$ cat src/rtl/rv32i_regfile_dump_reader_if.sv
// ----------------------------------------------------------------------------
// rv32i_regfile_dump_reader_if
// Beat stream carrying (register index, register value) pairs out of the
// register-file dump reader.
//   valid : beat valid (source -> sink)
//   ready : sink accepts the beat (sink -> source)
//   index : register index of the beat
//   data  : register value of the beat
//   last  : final beat of the dump
// Modports: master = dump reader (source), slave = consumer (sink).
// ----------------------------------------------------------------------------
interface rv32i_regfile_dump_reader_if #(
  parameter int XLEN  = 32,
  parameter int IDX_W = 5
);
  logic             valid;
  logic             ready;
  logic [IDX_W-1:0] index;
  logic [XLEN-1:0]  data;
  logic             last;

  modport master (output valid, output index, output data, output last, input ready);
  modport slave  (input valid, input index, input data, input last, output ready);
endinterface

$ cat src/rtl/rv32i_regfile_dump_reader.sv
// ----------------------------------------------------------------------------
// rv32i_regfile_dump_reader
// Walks a contiguous range of RV32I architectural registers through the
// register file's combinational read port and streams each (index, value)
// pair over a valid/ready beat stream. Used by the debug module and the
// simulation trace dumper; read-only, no write port.
//
// Ports:
//   clk            : clock, rising edge
//   rst            : synchronous active-low reset
//   i_start        : one-cycle dump request, accepted only when idle
//   i_first_reg    : first register index (sampled with i_start)
//   i_last_reg     : last register index, inclusive (sampled with i_start)
//   i_abort        : terminate an in-progress dump
//   o_rf_read_reg  : register-file read address
//   i_rf_read_data : register-file combinational read data (x0 reads 0)
//   m_out          : beat stream (master side)
//   o_busy         : registered, high whenever not idle
//   o_done         : one-cycle pulse after the final beat is accepted
//   o_err          : one-cycle pulse when a start request is rejected
// ----------------------------------------------------------------------------
module rv32i_regfile_dump_reader #(
  parameter int XLEN      = 32,
  parameter int REG_COUNT = 32,
  parameter int IDX_W     = 5
) (
  input  logic                                clk,
  input  logic                                rst,
  input  logic                                i_start,
  input  logic [IDX_W-1:0]                    i_first_reg,
  input  logic [IDX_W-1:0]                    i_last_reg,
  input  logic                                i_abort,
  output logic [IDX_W-1:0]                    o_rf_read_reg,
  input  logic [XLEN-1:0]                     i_rf_read_data,
  rv32i_regfile_dump_reader_if.master         m_out,
  output logic                                o_busy,
  output logic                                o_done,
  output logic                                o_err
);

  localparam logic [IDX_W-1:0] LAST_IDX = IDX_W'(REG_COUNT - 1);

  typedef enum logic [1:0] {
    IDLE  = 2'd0,
    FETCH = 2'd1,
    SEND  = 2'd2
  } state_t;

  state_t           r_state;
  state_t           w_state_nxt;

  logic [IDX_W-1:0] r_rf_read_reg;
  logic [IDX_W-1:0] r_last_q;
  logic [IDX_W-1:0] r_out_index;
  logic [XLEN-1:0]  r_out_data;
  logic             r_out_last;
  logic             r_out_valid;
  logic             r_busy;
  logic             r_done;
  logic             r_err;

  logic             w_range_ok;
  logic             w_hs;
  logic             w_is_last;
  logic             w_accept;
  logic             w_reject;
  logic             w_load_beat;
  logic             w_finish;
  logic             w_stop;

  // Only an ordered range is walkable; the upper bound also guards against a
  // register count that does not fill the whole index space.
  assign w_range_ok = (i_first_reg <= i_last_reg) && (i_last_reg <= LAST_IDX);
  assign w_hs       = r_out_valid & m_out.ready;
  // The address being captured is the final one of the dump.
  assign w_is_last  = (r_rf_read_reg == r_last_q);

  // NOTE: every signal written here gets a default first, so no path leaves
  // one unassigned and no latch is inferred.
  always_comb begin
    w_state_nxt = r_state;
    w_accept    = 1'b0;
    w_reject    = 1'b0;
    w_load_beat = 1'b0;
    w_finish    = 1'b0;
    w_stop      = 1'b0;
    unique case (r_state)
      IDLE: begin
        if (i_start) begin
          if (w_range_ok) begin
            w_accept    = 1'b1;
            w_state_nxt = FETCH;
          end else begin
            w_reject    = 1'b1;
          end
        end
      end
      FETCH: begin
        if (i_abort) begin
          w_stop      = 1'b1;
          w_state_nxt = IDLE;
        end else begin
          w_load_beat = 1'b1;
          w_state_nxt = SEND;
        end
      end
      SEND: begin
        // Abort wins; a handshake in the same cycle still counts as delivered.
        if (i_abort) begin
          w_stop      = 1'b1;
          w_state_nxt = IDLE;
        end else if (w_hs) begin
          if (r_out_last) begin
            w_finish    = 1'b1;
            w_state_nxt = IDLE;
          end else begin
            w_load_beat = 1'b1;
          end
        end
      end
      default: w_state_nxt = IDLE;
    endcase
  end

  // NOTE: all state here uses non-blocking assignments so every register
  // samples the pre-edge values, independent of statement order.
  always_ff @(posedge clk) begin
    if (!rst) begin
      r_state       <= IDLE;
      r_rf_read_reg <= '0;
      r_last_q      <= '0;
      r_out_index   <= '0;
      r_out_data    <= '0;
      r_out_last    <= 1'b0;
      r_out_valid   <= 1'b0;
      r_busy        <= 1'b0;
      r_done        <= 1'b0;
      r_err         <= 1'b0;
    end else begin
      r_state <= w_state_nxt;
      r_busy  <= (w_state_nxt != IDLE);
      r_done  <= w_finish;
      r_err   <= w_reject;

      if (w_accept) begin
        r_rf_read_reg <= i_first_reg;
        r_last_q      <= i_last_reg;
      end

      // Capture the current read port into the output beat and advance the
      // address; it parks on the last index so it never wraps.
      if (w_load_beat) begin
        r_out_data  <= i_rf_read_data;
        r_out_index <= r_rf_read_reg;
        r_out_last  <= w_is_last;
        r_out_valid <= 1'b1;
        if (!w_is_last) begin
          r_rf_read_reg <= r_rf_read_reg + IDX_W'(1);
        end
      end

      if (w_finish || w_stop) begin
        r_out_valid <= 1'b0;
        r_out_last  <= 1'b0;
      end
    end
  end

  assign o_rf_read_reg = r_rf_read_reg;
  assign m_out.valid   = r_out_valid;
  assign m_out.index   = r_out_index;
  assign m_out.data    = r_out_data;
  assign m_out.last    = r_out_last;
  assign o_busy        = r_busy;
  assign o_done        = r_done;
  assign o_err         = r_err;

endmodule

$ cat src/flat_wrapper.sv
// flat-port wrapper written by rule: the top's interface ports become plain ports
module rv32i_regfile_dump_reader_flat 
#(
  parameter int XLEN      = 32,
  parameter int REG_COUNT = 32,
  parameter int IDX_W     = 5
)
  (clk, rst, i_start, i_first_reg, i_last_reg, i_abort, o_rf_read_reg, i_rf_read_data, o_busy, o_done, o_err, m_out_valid, m_out_index, m_out_data, m_out_last, m_out_ready);
  rv32i_regfile_dump_reader_if #(.XLEN(XLEN), .IDX_W(IDX_W)) m_out_i ();
  input  logic clk;
  input  logic rst;
  input  logic i_start;
  input  logic [IDX_W-1:0] i_first_reg;
  input  logic [IDX_W-1:0] i_last_reg;
  input  logic i_abort;
  output logic [IDX_W-1:0] o_rf_read_reg;
  input  logic [XLEN-1:0] i_rf_read_data;
  output logic o_busy;
  output logic o_done;
  output logic o_err;
  output wire logic [$bits(m_out_i.valid)-1:0] m_out_valid;
  output wire logic [$bits(m_out_i.index)-1:0] m_out_index;
  output wire logic [$bits(m_out_i.data)-1:0] m_out_data;
  output wire logic [$bits(m_out_i.last)-1:0] m_out_last;
  input wire logic [$bits(m_out_i.ready)-1:0] m_out_ready;
  assign m_out_valid = m_out_i.valid;
  assign m_out_index = m_out_i.index;
  assign m_out_data = m_out_i.data;
  assign m_out_last = m_out_i.last;
  assign m_out_i.ready = m_out_ready;
  rv32i_regfile_dump_reader #(.XLEN(XLEN), .REG_COUNT(REG_COUNT), .IDX_W(IDX_W)) u_core (.clk(clk), .rst(rst), .i_start(i_start), .i_first_reg(i_first_reg), .i_last_reg(i_last_reg), .i_abort(i_abort), .o_rf_read_reg(o_rf_read_reg), .i_rf_read_data(i_rf_read_data), .m_out(m_out_i), .o_busy(o_busy), .o_done(o_done), .o_err(o_err));
endmodule
$ cat config.mk
export PLATFORM = sky130hd
export DESIGN_NAME = rv32i_regfile_dump_reader_flat
export DESIGN_NICKNAME = d
export VERILOG_FILES = /design/src/rtl/rv32i_regfile_dump_reader_if.sv /design/src/rtl/rv32i_regfile_dump_reader.sv /design/src/flat_wrapper.sv
export SDC_FILE = /design/constraint.sdc
export NUM_CORES = 1
export LEC_CHECK = 0
export CAP_MARGIN = 25
export CORE_ASPECT_RATIO = 1.75
export CORE_MARGIN = 3
export CORE_UTILIZATION = 46
export CTS_CLUSTER_SIZE = 24
export DETAILED_ROUTE_END_ITERATION = 7
export GPL_TIMING_DRIVEN = 1
export MAX_ROUTING_LAYER = met4
export PLACE_DENSITY = 0.85
export SLEW_MARGIN = 10
export SYNTH_ARGS = -nofsm -noshare
export SYNTH_HDL_FRONTEND = slang
export SYNTH_SLANG_ARGS = --single-unit
$ cat constraint.sdc
create_clock -name clk -period 4.3 [get_ports clk]
set_input_delay 0.645 -clock clk [delete_from_list [all_inputs] [get_ports clk]]
set_output_delay 0.645 -clock clk [all_outputs]
set_load 0.005 [all_outputs]
==> results.cfg <==
[run_status]
outcome = finished clean

[die]
die_h_um = 99.5
core_sq_um = 4750
dieArea_sq_um = 5910
start_util_pct = 48.4
die_x_um = 59.4
io_pins = 94
row_count = 33

[timing]
period_needed_ns = 2.60
tightestPinTransition_ns = 0.650
slew_viol_final = 0
clock_skew_ns = 0.00378
rsz0062_at_grt = no
final_hold_viol_count = 0
fin_crit_sh_pct = 60.4
slew_headroom_pct = 56.7
finalSetupViolCount = 0
fmax_ghz = 0.385
tns_ns = 0

[critical_path]
arrival_ns = 2.77
r2r-start = u_core.r_state[0]
cp-end-kind = flop
critPathLaunchType = primary input
reg2reg_depth = 8
critPathKind = in2reg
required_ns = 4.47
r2r_setup_slack_ns = 2.09
path_max_fanout = 15
reg2reg_to = u_core.o_rf_read_reg[2]

[placed_design]
dp_hpwl_um = 4380
placedCellCount = 418
port_buffers = 93
gp_congestion = 0.874

[routing]
wl_per_cell_um = 13.8
drtPass1Iterations = 4
drc = 0
drtIter0Drc = 75
num_vias = 2179
final_antenna_net_count = 0
avgViaCountPerCell = 5.12
drt-total-wl_um = 5880

[grt]
grt-busiest-layer = met2
grt_use_met2_pct = 37.2
grt_overflow = 0
grt_antenna_before_repair = 0
grt_pass1_vias = 2100
use_met3_pct = 4.29
grtUsageTotal_pct = 20.8
grt_max_degree = 49
grt_pass1_wl_um = 9340
use_met1_pct = 21.3

[pwr]
finalPower_uw = 1040
irDropWorstVdd_mv = 0.325
leakagePower_uw = 0.00121
powerDensity_nw_per_um2 = 312

[job]
max_cap_violations = 0

[hold_path]
min-delay-start = u_core.m_out.data[31]
hold_path_end = u_core.m_out.data[31]
hold_depth = 2
hp-class = reg2reg

[finish]
stdcell_count = 426
final_nets = 430
drive_gt1_share_pct = 4.55
n_fill_cell = 397
n_antenna_cell = 0
finalCoreUtilization_pct = 70.4
area_growth_pct = 45.6
largest_register_ffs = 32

[logic_synthesis]
synth_warnings = 0
synth_top_area_share_pct = 47.1
synth_area_leaders = dfxtp_1 (47%), nand2_1 (13%), a21oi_1 (10%), ha_1 (5.4%), nor2_1 (3.8%)
async_reset_ff_share_pct = 0
synth_cell_types = 34
synth_area_sq_um = 2300
synth-edff-count = 0
syn_area_per_cell_sq_um = 8.08
yosysMostFrequentCell = nand2_1
yosysSeqAreaShare_pct = 47.1
syn_inst = 284
yosysTopAreaCell = dfxtp_1
ys_top_cells_by_count = nand2_1 (79), dfxtp_1 (54), a21oi_1 (47)
synthFlopType = dfxtp_1
ys_seq_elements = 54
syn_nets = 341

[clock_network]
clk_latency_ns = 0.30
cts_root_buf = clkbuf_8
cts_tree = built
clock-sinks = 54
htreeDepth = 2
ctsHoldBuffers = 0
post_cts_resized = 0
numCtsBuffers = 5
path_clk_slew_ns = 0.09
cts_buffer_depth = 2
post-cts-setup-buffers = 0
worst max-delay path: stages:
cell and delay, ns:
clkdlybuf4s50_1 0.50, inv_1 0.05, ha_1 0.18, nand2b_1 0.14, a211o_1 0.36, a41oi_4 0.49
nor2_1 0.15, a21oi_1 0.16, a21oi_1 0.08
through the flow:
step                cell area, sq um  hold WS [ns]  setup WS [ns]
detailed placement              3230         0.446           1.42
global placement                3230         0.440           1.47
finish                          3340         0.456           1.70
CTS                             3340         0.459           1.72
global route                    3340         0.482           1.58
floorplan                       2300         0.450           2.20
metal layers:
layer	routed length, um	up-vias	share of wire, %
met5	0	-	0
met4	136	0	2.3
met3	320	12	5.4
met2	3240	64	55
met1	2180	984	37
li1	-	1119	-
where the power goes:
part	internal, uW	switching (uW)
clock network	172	159
logic	96.2	79.2
registers	519	17.9
cell usage in the layout (no fill, tap or decap):
| master | synthesis | layout |
|---|---|---|
| xor2_1 | 2 | 2 |
| nand4_1 | 1 | 1 |
| buf_4 | 3 | 3 |
| nand3b_1 | 1 | 1 |
| a21oi_1 | 47 | 47 |
| a211oi_1 | 2 | 2 |
| nand3_2 | 1 | 1 |
| nand2_1 | 79 | 79 |
| and2_1 | 3 | 3 |
| o21a_1 | 1 | 1 |
| a41oi_1 | 1 | 1 |
| xnor2_1 | 3 | 3 |
| o21ai_0 | 11 | 10 |
| nor3_1 | 1 | 1 |
| nor2_1 | 23 | 23 |
| nor2b_1 | 2 | 2 |
| nand3_1 | 6 | 6 |
| and3_2 | 1 | 1 |
| mux2i_1 | 2 | 2 |
| nand2b_1 | 2 | 2 |
| clkdlybuf4s50_1 | 0 | 93 |
| a41oi_4 | 1 | 1 |
| ha_1 | 10 | 10 |
| o21ai_2 | 0 | 1 |
| inv_1 | 8 | 8 |
| a2111oi_0 | 1 | 1 |
| bufinv_16 | 0 | 1 |
| dfxtp_1 | 54 | 54 |
| nor3b_1 | 1 | 1 |
| clkinv_2 | 0 | 2 |
| a211o_1 | 1 | 1 |
| clkbuf_8 | 1 | 5 |
| a31oi_1 | 2 | 2 |
| and4b_1 | 1 | 1 |
| a41o_2 | 2 | 2 |
final cells by class:
cell class | instances | area (sq um) | area share, %
multi-input cells | 208 | 1100 | 33.0
inverters | 8 | 30.0 | 0.898
flip-flops and latches | 54 | 1080 | 32.3
repair buffers | 96 | 953 | 28.5
clock inverters | 3 | 40.0 | 1.20
clock buffers | 5 | 68.8 | 2.06
well taps | 52 | 65.1 | 1.95
logic make-up after synthesis:
kind of cell             Yosys count  synth area share (%)
buffers and inverters             22                  4.96
flip-flops                        54                  47.1
AO/OA/AOI/OAI                     69                  17.5
AND/OR/NAND/NOR                  122                  22.2
multiplexers                       2                 0.872
XOR/XNOR                           5                  1.91
adder cells (fa/ha/maj)           10                  5.45
how the worst max path moves through the flow:
stage | from | end | slack, ns | cells past startpoint
after floorplan | i_last_reg[1] | u_core.r_last_q[1] | 2.20 | 9
after global placement | i_first_reg[0] | u_core.o_rf_read_reg[2] | 1.47 | 9
after detailed placement | i_first_reg[0] | u_core.o_rf_read_reg[2] | 1.42 | 9
after CTS | i_first_reg[0] | u_core.o_rf_read_reg[2] | 1.72 | 9
after global routing | i_last_reg[4] | u_core.o_rf_read_reg[2] | 1.58 | 9
final | i_first_reg[0] | u_core.o_rf_read_reg[2] | 1.70 | 9
No activity file was read; power rests on OpenSTA's default activity.
